===== src/rtl/vga_timing_640_480.sv =====
// Raster timing generator for 640x480 @ 60 Hz VGA: h/v position counters advanced
// by a pixel-clock enable, with sync / visible-area decodes and pixel coordinates.
module vga_timing_640_480 #(
  parameter int H_VISIBLE = 640,
  parameter int H_FP      = 16,
  parameter int H_SYNC    = 96,
  parameter int H_BP      = 48,
  parameter int V_VISIBLE = 480,
  parameter int V_FP      = 10,
  parameter int V_SYNC    = 2,
  parameter int V_BP      = 33
) (
  input  logic       clk,
  input  logic       i_sclr,
  input  logic       i_px_clk,
  output logic [9:0] o_hidx,
  output logic [8:0] o_vidx,
  output logic       o_haddr_en,
  output logic       o_vaddr_en,
  output logic       o_hsync_en,
  output logic       o_vsync_en,
  output logic       o_vga_hs,
  output logic       o_vga_vs,
  output logic       o_line_end,
  output logic       o_frame_end
);

  localparam logic [9:0] H_VIS_END    = 10'(H_VISIBLE);
  localparam logic [9:0] H_SYNC_START = 10'(H_VISIBLE + H_FP);
  localparam logic [9:0] H_SYNC_END   = 10'(H_VISIBLE + H_FP + H_SYNC);
  localparam logic [9:0] H_WRAP       = 10'(H_VISIBLE + H_FP + H_SYNC + H_BP - 1);
  localparam logic [9:0] V_VIS_END    = 10'(V_VISIBLE);
  localparam logic [9:0] V_SYNC_START = 10'(V_VISIBLE + V_FP);
  localparam logic [9:0] V_SYNC_END   = 10'(V_VISIBLE + V_FP + V_SYNC);
  localparam logic [9:0] V_WRAP       = 10'(V_VISIBLE + V_FP + V_SYNC + V_BP - 1);

  logic [9:0] h_reg, h_next;
  logic [9:0] v_reg, v_next;
  logic       h_at_wrap, v_at_wrap;

  assign h_at_wrap = (h_reg == H_WRAP);
  assign v_at_wrap = (v_reg == V_WRAP);

  always_comb begin
    h_next = h_reg;
    v_next = v_reg;
    if (i_px_clk) begin
      if (h_at_wrap) begin
        h_next = '0;
        v_next = v_at_wrap ? 10'd0 : v_reg + 10'd1;
      end else begin
        h_next = h_reg + 10'd1;
      end
    end
  end

  // Clear wins over a coincident strobe: a mid-frame clear lands exactly on (0,0).
  always_ff @(posedge clk) begin
    if (i_sclr) begin
      h_reg <= '0;
      v_reg <= '0;
    end else begin
      h_reg <= h_next;
      v_reg <= v_next;
    end
  end

  assign o_haddr_en = (h_reg < H_VIS_END);
  assign o_vaddr_en = (v_reg < V_VIS_END);
  assign o_hsync_en = (h_reg >= H_SYNC_START) && (h_reg < H_SYNC_END);
  assign o_vsync_en = (v_reg >= V_SYNC_START) && (v_reg < V_SYNC_END);
  assign o_vga_hs   = ~o_hsync_en;
  assign o_vga_vs   = ~o_vsync_en;

  assign o_line_end  = i_px_clk & h_at_wrap;
  assign o_frame_end = i_px_clk & h_at_wrap & v_at_wrap;

  // Coordinates are forced to zero outside the visible area.
  genvar gi;
  generate
    for (gi = 0; gi < 10; gi++) begin : g_hidx
      assign o_hidx[gi] = h_reg[gi] & o_haddr_en;
    end
    for (gi = 0; gi < 9; gi++) begin : g_vidx
      assign o_vidx[gi] = v_reg[gi] & o_vaddr_en;
    end
  endgenerate

endmodule


===== config.mk =====
export PLATFORM = sky130hd
export DESIGN_NAME = vga_timing_640_480
export DESIGN_NICKNAME = d
export VERILOG_FILES = /design/src/rtl/vga_timing_640_480.sv
export SDC_FILE = /design/constraint.sdc
export NUM_CORES = 1
export LEC_CHECK = 0
export CORE_MARGIN = 4
export CORE_UTILIZATION = 48
export DETAILED_ROUTE_END_ITERATION = 12
export GPL_TIMING_DRIVEN = 0
export PLACE_DENSITY = 0.79
export SLEW_MARGIN = 5
export SYNTH_ARGS = -nofsm -noshare
export SYNTH_HDL_FRONTEND = slang
export SYNTH_SLANG_ARGS = --single-unit

===== constraint.sdc =====
create_clock -name clk -period 2.6 [get_ports clk]
set_input_delay 0.52 -clock clk [delete_from_list [all_inputs] [get_ports clk]]
set_output_delay 0.52 -clock clk [all_outputs]
set_load 0.02 [all_outputs]

==> flow_metrics.env <==
export IMPL_port_buffers=29
export IMPL_die_area_um2=3270
export IMPL_crit_fanout=8
export IMPL_synth_seq_cells=20
export IMPL_routed_via_density=5.43
export IMPL_fp_dieW_um=57.2
export IMPL_yosys_warnings=0
export IMPL_final_cell_mix="25 x clkdlybuf4s50_1, 16 x and2_1, 15 x dfxtp_1, 13 x nor2_1"
export IMPL_synth_distinct_cells=37
export IMPL_grt_max_degree=12
export IMPL_stdcell_area_um2=1530
export IMPL_syn_inst=141
export IMPL_fp_dieH_um=57.2
export IMPL_cts_tree="done"
export IMPL_p_per_area_nw_per_um2=343
export IMPL_finalNonFillerCells=202
export IMPL_synth_edf_count=0
export IMPL_wl_per_cell_um=12.9
export IMPL_drive_above_1_share_pct=12.1
export IMPL_ctsHoldBuffers=0
export IMPL_slew_violations=0
export IMPL_area_delta_synth_final_pct=32.0
export IMPL_finalSetupViolations=0
export IMPL_ant_nets=0
export IMPL_antenna_found_initial=0
export IMPL_root_buffer="clkbuf_4"
export IMPL_syn_area_per_cell_um2=8.24
export IMPL_synth_area_leaders="dfxtp_1 34%, and2_1 8.6%, xor2_1 5.3%, ha_1 4.3%, nor2_1 4.2%"
export IMPL_clock_path_buffers=2
export IMPL_syn_area_um2=1160
export IMPL_worstSkewPairLatency_ns=0.30
export IMPL_dp_cells=198
export IMPL_ir_worst_vdd_uv=288
export IMPL_cp_arrival_ns=2.00
export IMPL_slowest_delay_ns=0.56
export IMPL_ys_seq_area_share_pct=34.4
export IMPL_crit_buf_inv=2
export IMPL_cp_cell_sequence="buf_4, and3_2, or4_1, clkdlybuf4s50_1"
export IMPL_maxCapViolCount=0
export IMPL_numCtsBuffers=3
export IMPL_cts_sinks=20
export IMPL_rsz0062_at_grt="yes"
export IMPL_h_tree_depth=1
export IMPL_dpl_cell_area_um2=1490
export IMPL_critPathSlowestCell="clkdlybuf4s50_1"
export IMPL_max_freq_mhz=397
export IMPL_p_leak_nw=0.593
export IMPL_fin_crit_sh_pct=96.9
export IMPL_start_util_pct=51.6
export IMPL_core_um2=2250
export IMPL_yosys_area_top_type="dfxtp_1"
export IMPL_syn_num_nets=148
export IMPL_post_place_ws_ns=-0.285
export IMPL_diodes=0
export IMPL_wirelength_mm=2.60
export IMPL_outcome="complete, no violations"
export IMPL_hpwl_mm=1.94
export IMPL_start_kind="flop"
export IMPL_nets=182
export IMPL_finClkSkew_ns=0.00866
export IMPL_synth_top_area_share_pct=34.4
export IMPL_ys_async_sr_fraction_pct=0
export IMPL_drtIter0Drc=23
export IMPL_hold_class="flop to flop"
export IMPL_crit_family="buffers and inverters"
export IMPL_hold_viol_final=0
export IMPL_drtPass1Iterations=4
export IMPL_track_usage_pct=16.4
export IMPL_synth_ff_type="dfxtp_1"
export IMPL_min_period_ns=2.52
export IMPL_crit_required_ns=2.08
export IMPL_crit_type="flop to output pin"
export IMPL_grt_pass1_vias=1006
export IMPL_cts_reportedPaths_clkPinSlew_ns=0.12
export IMPL_overflow=0
export IMPL_slew_headroom_pct=56.3
export IMPL_tightest_slew_ns=0.654
export IMPL_finalWorstSetupSlack_ns=0.0815
export IMPL_route_detailed_drc=0
export IMPL_row_count=17
export IMPL_pin_count=30
export IMPL_vias=1097
export IMPL_gp_congestion=0.767
export IMPL_setup_tns_ns=0
export IMPL_grt_pass1_wl_mm=4.32
export IMPL_endpoint_kind="output pin"
export IMPL_layout_commonest_cell="clkdlybuf4s50_1"
-- power by group --
group / internal (mW) / leakage (nW) / switching [mW]
Sequential: 0.310 / 0.164 / 0.00421
Combinational: 0.0154 / 0.408 / 0.0168
Clock: 0.0853 / 0.0210 / 0.0943
-- worst paths after layout --
kind / slack (ns) / cells past startpoint / start / to
hold reg to reg: 0.51 / 2 / v_reg[7] / v_reg[7]
setup / recovery: 0.08 / 4 / h_reg[4] / o_vga_hs
setup reg to reg: 0.37 / 6 / h_reg[0] / v_reg[7]
hold / removal: 0.51 / 2 / v_reg[7] / v_reg[7]
-- cell type report --
type                       count  area, µm²
buffer                         4       28.8
clock buffer                   4       36.3
fill                         199        721
inverter                       7       26.3
multi-input combinational    110        714
sequential                    20        407
tap                           28       35.0
timing repair buffer          29        287
-- per-layer routing --
layer | vias up | GRT usage, % | part of all wire, %
met5 | - | 0 | 0
met4 | 0 | 7.95 | 1.6
met3 | 6 | 3.17 | 5.8
met2 | 36 | 28.4 | 48
met1 | 499 | 19.3 | 45
li1 | 556 | - | -
-- tightest hold or removal path, stage by stage, from the launching register on --
cell	delay, ns
dfxtp_2	0.36
o31ai_1	0.06
a21oi_1	0.05
-- per-stage QoR --
stage	total power, mW	hold slack [ns]	util (%)
floorplan	0.337	0.468	-
global placement	0.352	0.483	66.0
detailed placement	0.354	0.503	66.0
CTS	0.534	0.524	67.6
global route	0.550	0.522	68.0
finish	0.526	0.506	68.0
-- cells in the mapped netlist, drive strengths merged (3+ instances only) --
cell	count
xnor2	4
o31ai	3
nor2	13
nand2	8
a21oi	8
and2	17
or3	5
nor2b	3
nand3	7
and4	3
nand4	4
dfxtp	20
or4	7
ha	4
o21ai	5
xor2	7
buf	3
inv	7
-- cell families (layout without fill, tap and decap cells) --
logic type	count (synthesis)	in the layout	synth area share (%)
and+or+nand+nor	77	77	39.3
DFF	20	20	34.4
AOI/OAI and AO/OA	17	17	8.18
xor gates and xnor gates	11	11	8.29
buffers and inverters	11	44	4.63
adders and majority gates	4	4	4.31
muxes	1	1	0.861
-- repair_timing --
item	CTS	global route
gates resized for setup	6	9
setup buffers	0	0
endpoints found under the setup margin	4	10
pin swaps	0	1
(Power assumes the default switching activity.)
